==> src/rtl/laser_audio_mixer.sv <==
// laser_audio_mixer: time-multiplexed channel mixer with a one-pole
// low-pass bus and first-order sigma-delta DAC outputs.
module laser_audio_mixer #(
  parameter int NCH       = 4,
  parameter int IW        = 1,
  parameter int OW        = 16,
  parameter int CE_DIV    = 16,
  parameter int LPF_SHIFT = 5
) (
  input  logic              F14M,
  input  logic              reset_n,
  input  logic [NCH*IW-1:0] ch_in,
  input  logic [NCH*4-1:0]  ch_vol,
  input  logic [NCH-1:0]    ch_en,
  input  logic [NCH-1:0]    ch_lpf,
  input  logic [NCH*2-1:0]  ch_pan,
  input  logic              mute,
  input  logic              clip_clr,
  output logic              sample_strobe,
  output logic [OW-1:0]     mix_l,
  output logic [OW-1:0]     mix_r,
  output logic              dac_l,
  output logic              dac_r,
  output logic              clip
);
  localparam int AW = OW + $clog2(NCH) + 1;
  localparam int SW = AW + 1;
  localparam int KW = (NCH > 1) ? $clog2(NCH) : 1;
  localparam int CW = (CE_DIV > 1) ? $clog2(CE_DIV) : 1;
  localparam int PW = IW + 4;
  localparam int SH = OW - IW - 4;
  localparam logic [OW-1:0] MAX = '1;

  typedef enum logic [1:0] {
    IDLE, ACCUM, FILTER, OUTPUT
  } state_t;

  state_t state, state_nx;

  logic [CW-1:0]     cnt;
  logic [KW-1:0]     k;
  logic [NCH*IW-1:0] s_in;
  logic [NCH*4-1:0]  s_vol;
  logic [NCH-1:0]    s_en;
  logic [NCH-1:0]    s_lpf;
  logic [NCH*2-1:0]  s_pan;
  logic              s_mute;
  logic [AW-1:0]     dl, dr, fl, fr;
  logic [OW-1:0]     y_l, y_r;
  logic [OW:0]       sd_l, sd_r;

  assign sample_strobe = (cnt == CW'(CE_DIV - 1));

  always_comb begin
    state_nx = state;
    unique case (state)
      IDLE:    if (sample_strobe) state_nx = ACCUM;
      ACCUM:   if (k == KW'(NCH - 1)) state_nx = FILTER;
      FILTER:  state_nx = OUTPUT;
      OUTPUT:  state_nx = IDLE;
      default: state_nx = IDLE;
    endcase
  end

  logic [IW-1:0] c_in;
  logic [3:0]    c_vol;
  logic [1:0]    c_pan;
  logic          c_en, c_lpf;
  logic [PW-1:0] prod;
  logic [AW-1:0] term;

  always_comb begin
    c_in  = s_in[k*IW +: IW];
    c_vol = s_vol[k*4 +: 4];
    c_pan = s_pan[k*2 +: 2];
    c_en  = s_en[k];
    c_lpf = s_lpf[k];
    prod  = PW'(c_in) * PW'(c_vol);
    term  = c_en ? (AW'(prod) << SH) : '0;
  end

  // filter input saturates to OW before the one-pole update
  logic              sat_fl, sat_fr, sat_ml, sat_mr, clip_set;
  logic [OW-1:0]     x_l, x_r, y_l_nx, y_r_nx, m_l, m_r;
  logic signed [OW:0] d_l, d_r;
  logic [SW-1:0]     s_l, s_r;

  always_comb begin
    sat_fl = |fl[AW-1:OW];
    sat_fr = |fr[AW-1:OW];
    x_l    = sat_fl ? MAX : fl[OW-1:0];
    x_r    = sat_fr ? MAX : fr[OW-1:0];
    d_l    = $signed({1'b0, x_l}) - $signed({1'b0, y_l});
    d_r    = $signed({1'b0, x_r}) - $signed({1'b0, y_r});
    y_l_nx = y_l + OW'(d_l >>> LPF_SHIFT);
    y_r_nx = y_r + OW'(d_r >>> LPF_SHIFT);
    s_l    = SW'(dl) + SW'(y_l_nx);
    s_r    = SW'(dr) + SW'(y_r_nx);
    sat_ml = |s_l[SW-1:OW];
    sat_mr = |s_r[SW-1:OW];
    m_l    = sat_ml ? MAX : s_l[OW-1:0];
    m_r    = sat_mr ? MAX : s_r[OW-1:0];
    clip_set = (state == FILTER) &&
               (sat_fl | sat_fr | sat_ml | sat_mr);
  end

  always_ff @(posedge F14M or negedge reset_n) begin
    if (!reset_n) begin
      state  <= IDLE;
      cnt    <= '0;
      k      <= '0;
      s_in   <= '0;
      s_vol  <= '0;
      s_en   <= '0;
      s_lpf  <= '0;
      s_pan  <= '0;
      s_mute <= 1'b0;
      dl     <= '0;
      dr     <= '0;
      fl     <= '0;
      fr     <= '0;
      y_l    <= '0;
      y_r    <= '0;
      mix_l  <= '0;
      mix_r  <= '0;
      clip   <= 1'b0;
    end else begin
      state <= state_nx;
      cnt   <= sample_strobe ? '0 : cnt + CW'(1);
      if (clip_set)
        clip <= 1'b1;
      else if (clip_clr)
        clip <= 1'b0;
      unique case (state)
        IDLE: if (sample_strobe) begin
          s_in   <= ch_in;
          s_vol  <= ch_vol;
          s_en   <= ch_en;
          s_lpf  <= ch_lpf;
          s_pan  <= ch_pan;
          s_mute <= mute;
          k      <= '0;
        end
        ACCUM: begin
          k <= k + KW'(1);
          if (c_pan[0] && !c_lpf) dl <= dl + term;
          if (c_pan[1] && !c_lpf) dr <= dr + term;
          if (c_pan[0] &&  c_lpf) fl <= fl + term;
          if (c_pan[1] &&  c_lpf) fr <= fr + term;
        end
        FILTER: begin
          y_l   <= y_l_nx;
          y_r   <= y_r_nx;
          mix_l <= s_mute ? '0 : m_l;
          mix_r <= s_mute ? '0 : m_r;
        end
        OUTPUT: begin
          dl <= '0;
          dr <= '0;
          fl <= '0;
          fr <= '0;
        end
        default: ;
      endcase
    end
  end

  // carry out of the OW-bit integrator is the 1-bit DAC stream
  always_ff @(posedge F14M or negedge reset_n) begin
    if (!reset_n) begin
      sd_l <= '0;
      sd_r <= '0;
    end else begin
      sd_l <= {1'b0, sd_l[OW-1:0]} + {1'b0, mix_l};
      sd_r <= {1'b0, sd_r[OW-1:0]} + {1'b0, mix_r};
    end
  end

  assign dac_l = sd_l[OW];
  assign dac_r = sd_r[OW];

endmodule

==> config.mk <==
export PLATFORM = sky130hd
export DESIGN_NAME = laser_audio_mixer
export DESIGN_NICKNAME = d
export VERILOG_FILES = /design/src/rtl/laser_audio_mixer.sv
export SDC_FILE = /design/constraint.sdc
export NUM_CORES = 1
export LEC_CHECK = 0
export CAP_MARGIN = 0
export CORE_ASPECT_RATIO = 1.5
export CORE_MARGIN = 2
export CORE_UTILIZATION = 50
export DETAILED_ROUTE_END_ITERATION = 8
export GPL_TIMING_DRIVEN = 0
export PLACE_DENSITY = 0.72
export SYNTH_ARGS = -nofsm -noshare
export SYNTH_HDL_FRONTEND = slang
export SYNTH_SLANG_ARGS = --single-unit
==> constraint.sdc <==
create_clock -name F14M -period 6 [get_ports F14M]
set_input_delay 1.2 -clock F14M [delete_from_list [all_inputs] [get_ports F14M]]
set_output_delay 1.2 -clock F14M [all_outputs]
set_load 0.02 [all_outputs]
==> impl_results.md, run 1 <==
* Status: finished with violations
* Violated checks: negative setup slack
* Hold_ws at 0.4771 ns
* GPL Wtd Cong at 0.8636
* Antenna-violating nets left at 0
* Final Hold Viols at 0
* Max incr delay on CP at 0.42 ns
* DRC at 0
* Max-slew violation count at 0
* Crit-path most repeated cell: a2111oi_4
* Req. time, crit path at 6.31 ns
* Yosys warns at 0
* DR pass1 iterations at 5
* Tcrit/Tclk final at 100.0%
* Avg Inst Size Synth at 9.841 µm²
* Worst Setup End Kind: flip-flop
* First-pass GRT wire length at 45,800 µm
* Layout cells sized above 1 at 15.79%
* Hold WC Path Type: flip-flop to flip-flop
* Place WS at -1.123 ns
* Filler Cell Count at 2,016
* Net Sw Frac at 43.50%
* DP Cell Count at 1,613
* Total number of vias at 9,524
* Die H at 193.6 µm
* Synth Instances at 1,217
* R2r endpoint: clip$_DFFE_PN0P_
* Worst vdd ir at 0.2675 mV
* DIE AREA at 25,230 µm²
* Worst hold start: sd_l[0]$_DFF_PN0_
* Drt initial violations at 408
* Final core utilization at 60.79%
* Min Tclk post-route at 6.003 ns
* Layout area overhead at 20.07%
* Initial antenna violation count at 0
* CP bufs+invs at 6
* Clock Pin Slew Worst Setup and Hold Paths at 0.07 ns
* Most common library cell in the layout ignoring fill and taps: dfrtp_1
* Largest net degree at the start of global routing at 111
* Prevailing post-synth register cell: dfrtp_1
* Post-synthesis sequential area ratio at 36.77%
* WHS Endpoint: sd_l[0]$_DFF_PN0_
* Vias in the first global route at 9,656
* Wirelength per Cell at 16.64 µm
* Row Count at 69
* Most frequent cells in the layout: dfrtp_1 (173), ha_1 (119), nor2_1 (77), a21oi_1 (77), nand2_1 (76)
* P_int at 4.386 mW
* Number of synthesized register bits at 176
* Setup slack, reg-to-reg at -0.003 ns
* Gr usage total at 22.68%
* Endpoints failing setup at 1
* PwrDens at 539.8 nW/µm²
* Asr flop ratio synth at 100.0%
* Cells on worst reg2reg path at 28
* Worst path slowest cell: dfrtp_1
* CP Max Fanout at 6
* Non-Filler Instances at 1,674
* Clk pwr share at 15.0%
* Htree depth at 4
* Final setup margin at -0.002682 ns
* Final Total Pwr at 7.763 mW
* Clock Path Buffers at 2
* # IOs at 76
* Reg2reg start: fr[18]$_DFFE_PN0P_
* Total grt overflow at 0
* Post-synthesis cell type count at 79
* Post-synthesis cell area at 11,980 µm²
* TritonCTS Buffers at 17
* Gate power share at 62.7%
* CTS tree: yes
* TNS Setup at -0.002682 ns
* Met1 Usage GRT at 26.52%
* Worst skew pair latency at 0.45 ns
* Post-route cell area at 14,380 µm²
* Fmax at 166.6 MHz
* Post-CTS Hold Fix Bufs at 0
* WS Path Type: flip-flop to flip-flop
* Chip width at 130.4 µm
* Slew Limit Headroom at 34.44%
* Starting Density at 50.63%
* WL final at 27,850 µm
* WP data arrival at 6.31 ns
* MaxCap Viol Count at 0
* Post-DP Area at 13,190 µm²
* Clock Skews at 0.01061 ns
* Worst hold path stage count at 1
* Grt met2 use at 40.35%
* Switching power at 3.377 mW
* Sequential group share of total power at 22.3%
* CORE AREA at 23,660 µm²
* Startpoint types: flip-flop
* Unrepaired setup endpoints after global routing: yes
* GR peak layer: met2
* CP top delay family: compound AO/OA/AOI/OAI gates
* Clock Sinks at 176
* Hpwl dp at 21,010 µm
* Worst Max-Slew Pin Slew at 0.9814 ns
* Antenna cells at 0
* Lkg Pwr at 6.510 nW
* Drt via density at 5.689
* Number of synthesized flops with an enable pin at 0
* GR Layer Usage met3 at 3.733%
* Final net count at 1,517
* Root Driver: clkbuf_16
* PortBufs at 75
==> cells by family after synthesis <==
group / count (synthesis) / share of synthesized area (%)
fa+ha+maj: 135 / 14.61
flops: 176 / 36.77
simple gates: 313 / 12.98
compound gates: 331 / 19.05
other cells: 1 / 0.03131
buf+inv: 113 / 3.730
xor+xnor: 92 / 6.947
mux: 56 / 5.892
==> repair_timing <==
item / in CTS / in global routing
endpoints found under the hold margin: 0 / 0
setup buffers: 14 / 16
resized for setup: 31 / 49
endpoints found under the setup margin: 33 / 33
pin swaps: 20 / 32
==> state kept, by name, summed over array words and instances (netlist names), 4 cells and up <==
signal  count
s_en        4
fr          8
sd_l       17
cnt         4
mix_l      16
y_r        16
mix_r      16
dl          8
s_lpf       4
dr          8
sd_r       17
s_pan       8
y_l        16
fl          8
s_vol      16
s_in        4
==> power by group through the flow <==
| stage | clock [mW] | combinational, mW | sequential (mW) |
|---|---|---|---|
| final | 1.16 | 4.87 | 1.73 |
| after global placement | 0 | 4.23 | 1.74 |
| after CTS | 1.18 | 4.54 | 1.72 |
| after detailed placement | 0 | 4.35 | 1.74 |
| after global routing | 1.23 | 5.37 | 1.76 |
| after floorplan | 0 | 3.34 | 1.78 |
==> routing by layer <==
layer	vias to the layer above	wire [µm]	share of wire (%)
met3	68	813	2.9
met4	0	934	3.4
li1	4642	-	-
met5	-	0	0
met2	203	14850	53
met1	4611	11250	40
==> Yosys cell counts, types with 19 or more instances <==
cell | instances | area [µm²]
nor3_1 | 26 | 130.1
clkbuf_1 | 24 | 90.09
o21a_1 | 20 | 150.1
a21oi_1 | 90 | 450.4
nand3_1 | 33 | 165.2
ha_1 | 127 | 1589
inv_1 | 79 | 296.5
a211oi_1 | 21 | 157.7
xor2_1 | 22 | 192.7
a21o_1 | 19 | 142.6
dfrtp_1 | 176 | 4404
o2bb2ai_1 | 27 | 236.5
mux2_2 | 43 | 484.2
xnor2_1 | 68 | 595.6
nor2b_1 | 19 | 118.9
o21ai_0 | 71 | 355.3
nand2_1 | 76 | 285.3
nor2_1 | 78 | 292.8
==> worst max path at each step <==
stage                                  start  cells past startpoint  slack (ns)              endpoint
after detailed placement  fl[16]$_DFFE_PN0P_                     27       -1.12  mix_l[1]$_DFFE_PN0P_
final                     fr[18]$_DFFE_PN0P_                     28      -0.003      clip$_DFFE_PN0P_
after floorplan           fl[16]$_DFFE_PN0P_                     27      0.0008  mix_l[1]$_DFFE_PN0P_
after global placement               reset_n                      1       -3.65  s_vol[6]$_DFFE_PN0P_
after global routing      fr[18]$_DFFE_PN0P_                     28       -0.22      clip$_DFFE_PN0P_
after CTS                 fl[17]$_DFFE_PN0P_                     26       0.009  mix_l[1]$_DFFE_PN0P_
==> layout make-up <==
cell class	instances	area (µm²)	share of cell area, %
repair buffers	106	1008	7.013
clock buffers	18	429.2	2.984
well taps	319	399.1	2.776
multi-input cells	929	7505	52.19
plain buffers	33	155.1	1.079
clock inverters	14	171.4	1.192
flip-flops and latches	176	4408	30.65
inverters	79	304.0	2.114
Power figures use the tool's default switching activity.
==> run 2: changes to the inputs <==
Settings changed: CTS_CLUSTER_SIZE set to 25, HOLD_SLACK_MARGIN set to 0.06.
==> results of run 2 <==
Same layout as run 1: the final DEF is identical, and so are final timing and power.
==> run 3: changes to the inputs <==
Clock period 6 ns to 4.97 ns, I/O delays scaled along.
==> run 3 against run 2 <==
  * The flow still finishes with violations (negative setup slack)
  * Core utilization grew 2.0 points
  * Global-route usage grew 0.67 points
  * Clock skew grew 0.00079 ns
  * Clock-buffer cell count is the same
  * Maximum frequency grew 5.5%
  * Clock power grew 22%
  * Register-to-register slack lost 0.72 ns
  * Non-clock buffer count grew 20
  * Flip-flop and latch count is the same
  * Critical path depth shrank 1
  * Critical endpoint unchanged
  * Largest power group unchanged
  * Highest routed layer unchanged
==> impl_results.md, run 3 (synthesis gave the netlist of run 1 again) <==
* Status: finished with violations (unchanged)
* Violated checks: negative setup slack (unchanged)
* Total number of vias at 9,602 (was 9,524)
* Clock Skews at 0.01139 ns (was 0.01061 ns)
* Met1 Usage GRT at 27.89% (was 26.52%)
* Clock Sinks at 176 (unchanged)
* Req. time, crit path at 5.27 ns (was 6.31 ns)
* Final Total Pwr at 9.927 mW (was 7.763 mW)
* Worst path slowest cell: or4_4 (was dfrtp_1)
* DR pass1 iterations at 5 (unchanged)
* First-pass GRT wire length at 47,020 µm (was 45,800 µm)
* Starting Density at 50.63% (unchanged)
* Biggest registers after layout: sd_l (17), sd_r (17) (unchanged)
* Most frequent cells in the layout: dfrtp_1 (172), ha_1 (112), nand2_1 (75) (was dfrtp_1 (173), ha_1 (119), nor2_1 (77), a21oi_1 (77), nand2_1 (76))
* Fmax at 175.8 MHz (was 166.6 MHz)
* Grt met2 use at 42.04% (was 40.35%)
* Post-route cell area at 14,860 µm² (was 14,380 µm²)
* Total grt overflow at 0 (unchanged)
* WP data arrival at 5.99 ns (was 6.31 ns)
* Slew Limit Headroom at 31.32% (was 34.44%)
* Most common library cell in the layout ignoring fill and taps: dfrtp_1 (unchanged)
* TritonCTS Buffers at 17 (unchanged)
* Worst Max-Slew Pin Slew at 1.028 ns (was 0.9814 ns)
* Post-CTS Hold Fix Bufs at 0 (unchanged)
* CP Max Fanout at 5 (was 6)
* Min Tclk post-route at 5.688 ns (was 6.003 ns)
* PortBufs at 75 (unchanged)
* Unrepaired setup endpoints after global routing: yes (unchanged)
* Setup slack, reg-to-reg at -0.72 ns (was -0.003 ns)
* Initial antenna violation count at 0 (unchanged)
* MaxCap Viol Count at 0 (unchanged)
* Vias in the first global route at 9,689 (was 9,656)
* Antenna-violating nets left at 0 (unchanged)
* Filler Cell Count at 1,951 (was 2,016)
* Wirelength per Cell at 16.60 µm (was 16.64 µm)
* Final setup margin at -0.7184 ns (was -0.002682 ns)
* Largest net degree at the start of global routing at 96 (was 111)
* Layout cells sized above 1 at 19.56% (was 15.79%)
* CORE AREA at 23,660 µm² (unchanged)
* Die H at 193.6 µm (unchanged)
* Antenna cells at 0 (unchanged)
* Final Hold Viols at 0 (unchanged)
* Drt initial violations at 448 (was 408)
* Worst Setup End Kind: flip-flop (unchanged)
* # IOs at 76 (unchanged)
* Startpoint types: flip-flop (unchanged)
* Worst skew pair latency at 0.45 ns (about the same)
* Worst vdd ir at 0.3035 mV (was 0.2675 mV)
* Final core utilization at 62.80% (was 60.79%)
* Lkg Pwr at 6.674 nW (was 6.510 nW)
* WL final at 28,120 µm (was 27,850 µm)
* Htree depth at 4 (unchanged)
* Clock Pin Slew Worst Setup and Hold Paths at 0.07 ns (about the same)
* Row Count at 69 (unchanged)
* Tcrit/Tclk final at 114.5% (was 100.0%)
* GPL Wtd Cong at 0.8725 (was 0.8636)
* WS Path Type: flip-flop to flip-flop (unchanged)
* Post-DP Area at 13,470 µm² (was 13,190 µm²)
* CTS tree: yes (unchanged)
* Max-slew violation count at 0 (unchanged)
* Gr usage total at 23.35% (was 22.68%)
* Hold WC Path Type: flip-flop to flip-flop (unchanged)
* Root Driver: clkbuf_16 (unchanged)
* PwrDens at 668.2 nW/µm² (was 539.8 nW/µm²)
* Chip width at 130.4 µm (unchanged)
* Hpwl dp at 20,690 µm (was 21,010 µm)
* GR peak layer: met2 (unchanged)
* Layout area overhead at 24.04% (was 20.07%)
* DIE AREA at 25,230 µm² (unchanged)
* Max incr delay on CP at 0.54 ns (was 0.42 ns)
* GR Layer Usage met3 at 3.512% (was 3.733%)
* Drt via density at 5.668 (was 5.689)
* Endpoints failing setup at 33 (was 1)
* Final net count at 1,537 (was 1,517)
* Clock Path Buffers at 2 (unchanged)
* DRC at 0 (unchanged)
==> run 3: cell count changes in the layout (fill, tap and decap cells not counted), moves of 5 or more <==
cell     delta
a21oi_1     -7
ha_1        -7
buf_4      +12
inv_8       -5
==> run 3: what timing repair did <==
item | 4_1_cts | 5_1_grt
cloned | 2 | 0
endpoints found under the setup margin | 33 | 33
pin swaps | 30 | 30
setup buffers | 31 | 16
gates resized for setup | 44 | 35
==> run 3: area by class of cell <==
class / count / area [µm²] / area share, %
multi-input cells: 929 / 7720 / 51.97
flip-flops and latches: 176 / 4409 / 29.68
repair buffers: 125 / 1211 / 8.153
clock buffers: 18 / 429.2 / 2.889
well taps: 319 / 399.1 / 2.687
inverters: 79 / 304.0 / 2.047
plain buffers: 34 / 206.4 / 1.390
clock inverters: 14 / 176.4 / 1.188
==> run 3: stage by stage <==
| step | cells | setup slack, ns | setup TNS (ns) | hold slack, ns |
|---|---|---|---|---|
| global route | 1694 | -1.047 | -30.34 | 0.4800 |
| CTS | 1678 | -0.8382 | -21.29 | 0.4754 |
| finish | 1694 | -0.7184 | -19.61 | 0.4693 |
| detailed placement | 1613 | -1.338 | -36.32 | 0.4605 |
| floorplan | 1218 | -0.6939 | -14.05 | 0.4430 |
| global placement | 1612 | -5.168 | -820.85 | 0.4543 |
==> run 3: final timing paths <==
kind	start	endpoint	depth (start not counted)
setup / recovery	fr[18]$_DFFE_PN0P_	clip$_DFFE_PN0P_	27
hold / removal	sd_r[0]$_DFF_PN0_	sd_r[0]$_DFF_PN0_	1
setup reg to reg	fr[18]$_DFFE_PN0P_	clip$_DFFE_PN0P_	27
hold reg to reg	sd_r[0]$_DFF_PN0_	sd_r[0]$_DFF_PN0_	1
max in group asynchronous	reset_n	sd_r[14]$_DFF_PN0_	2
min in group asynchronous	reset_n	s_mute$_DFFE_PN0P_	1
==> run 3: worst max-delay path, delay by kind of cell, from the launching register on <==
family                     cells  cell delay [ns]
AOI/OAI and AO/OA             15             2.84
and+or+nand+nor                3             0.83
adders and majority gates      3             0.76
buffers and inverters          5             0.54
DFF                            1             0.41
xor gates and xnor gates       1             0.17
==> run 3: report_power, final <==
group	total, mW	internal [mW]	switching [mW]
registers	2.09	1.83	0.259
clock network	1.42	0.799	0.619
logic	6.42	3.02	3.40
total	9.93	5.65	4.28
==> run 3: layer usage <==
metal  share of wire [%]  vias up
met3                 2.9       56
met5                   0        -
met4                 2.9        0
met1                  40     4681
li1                    -     4678
met2                  54      187
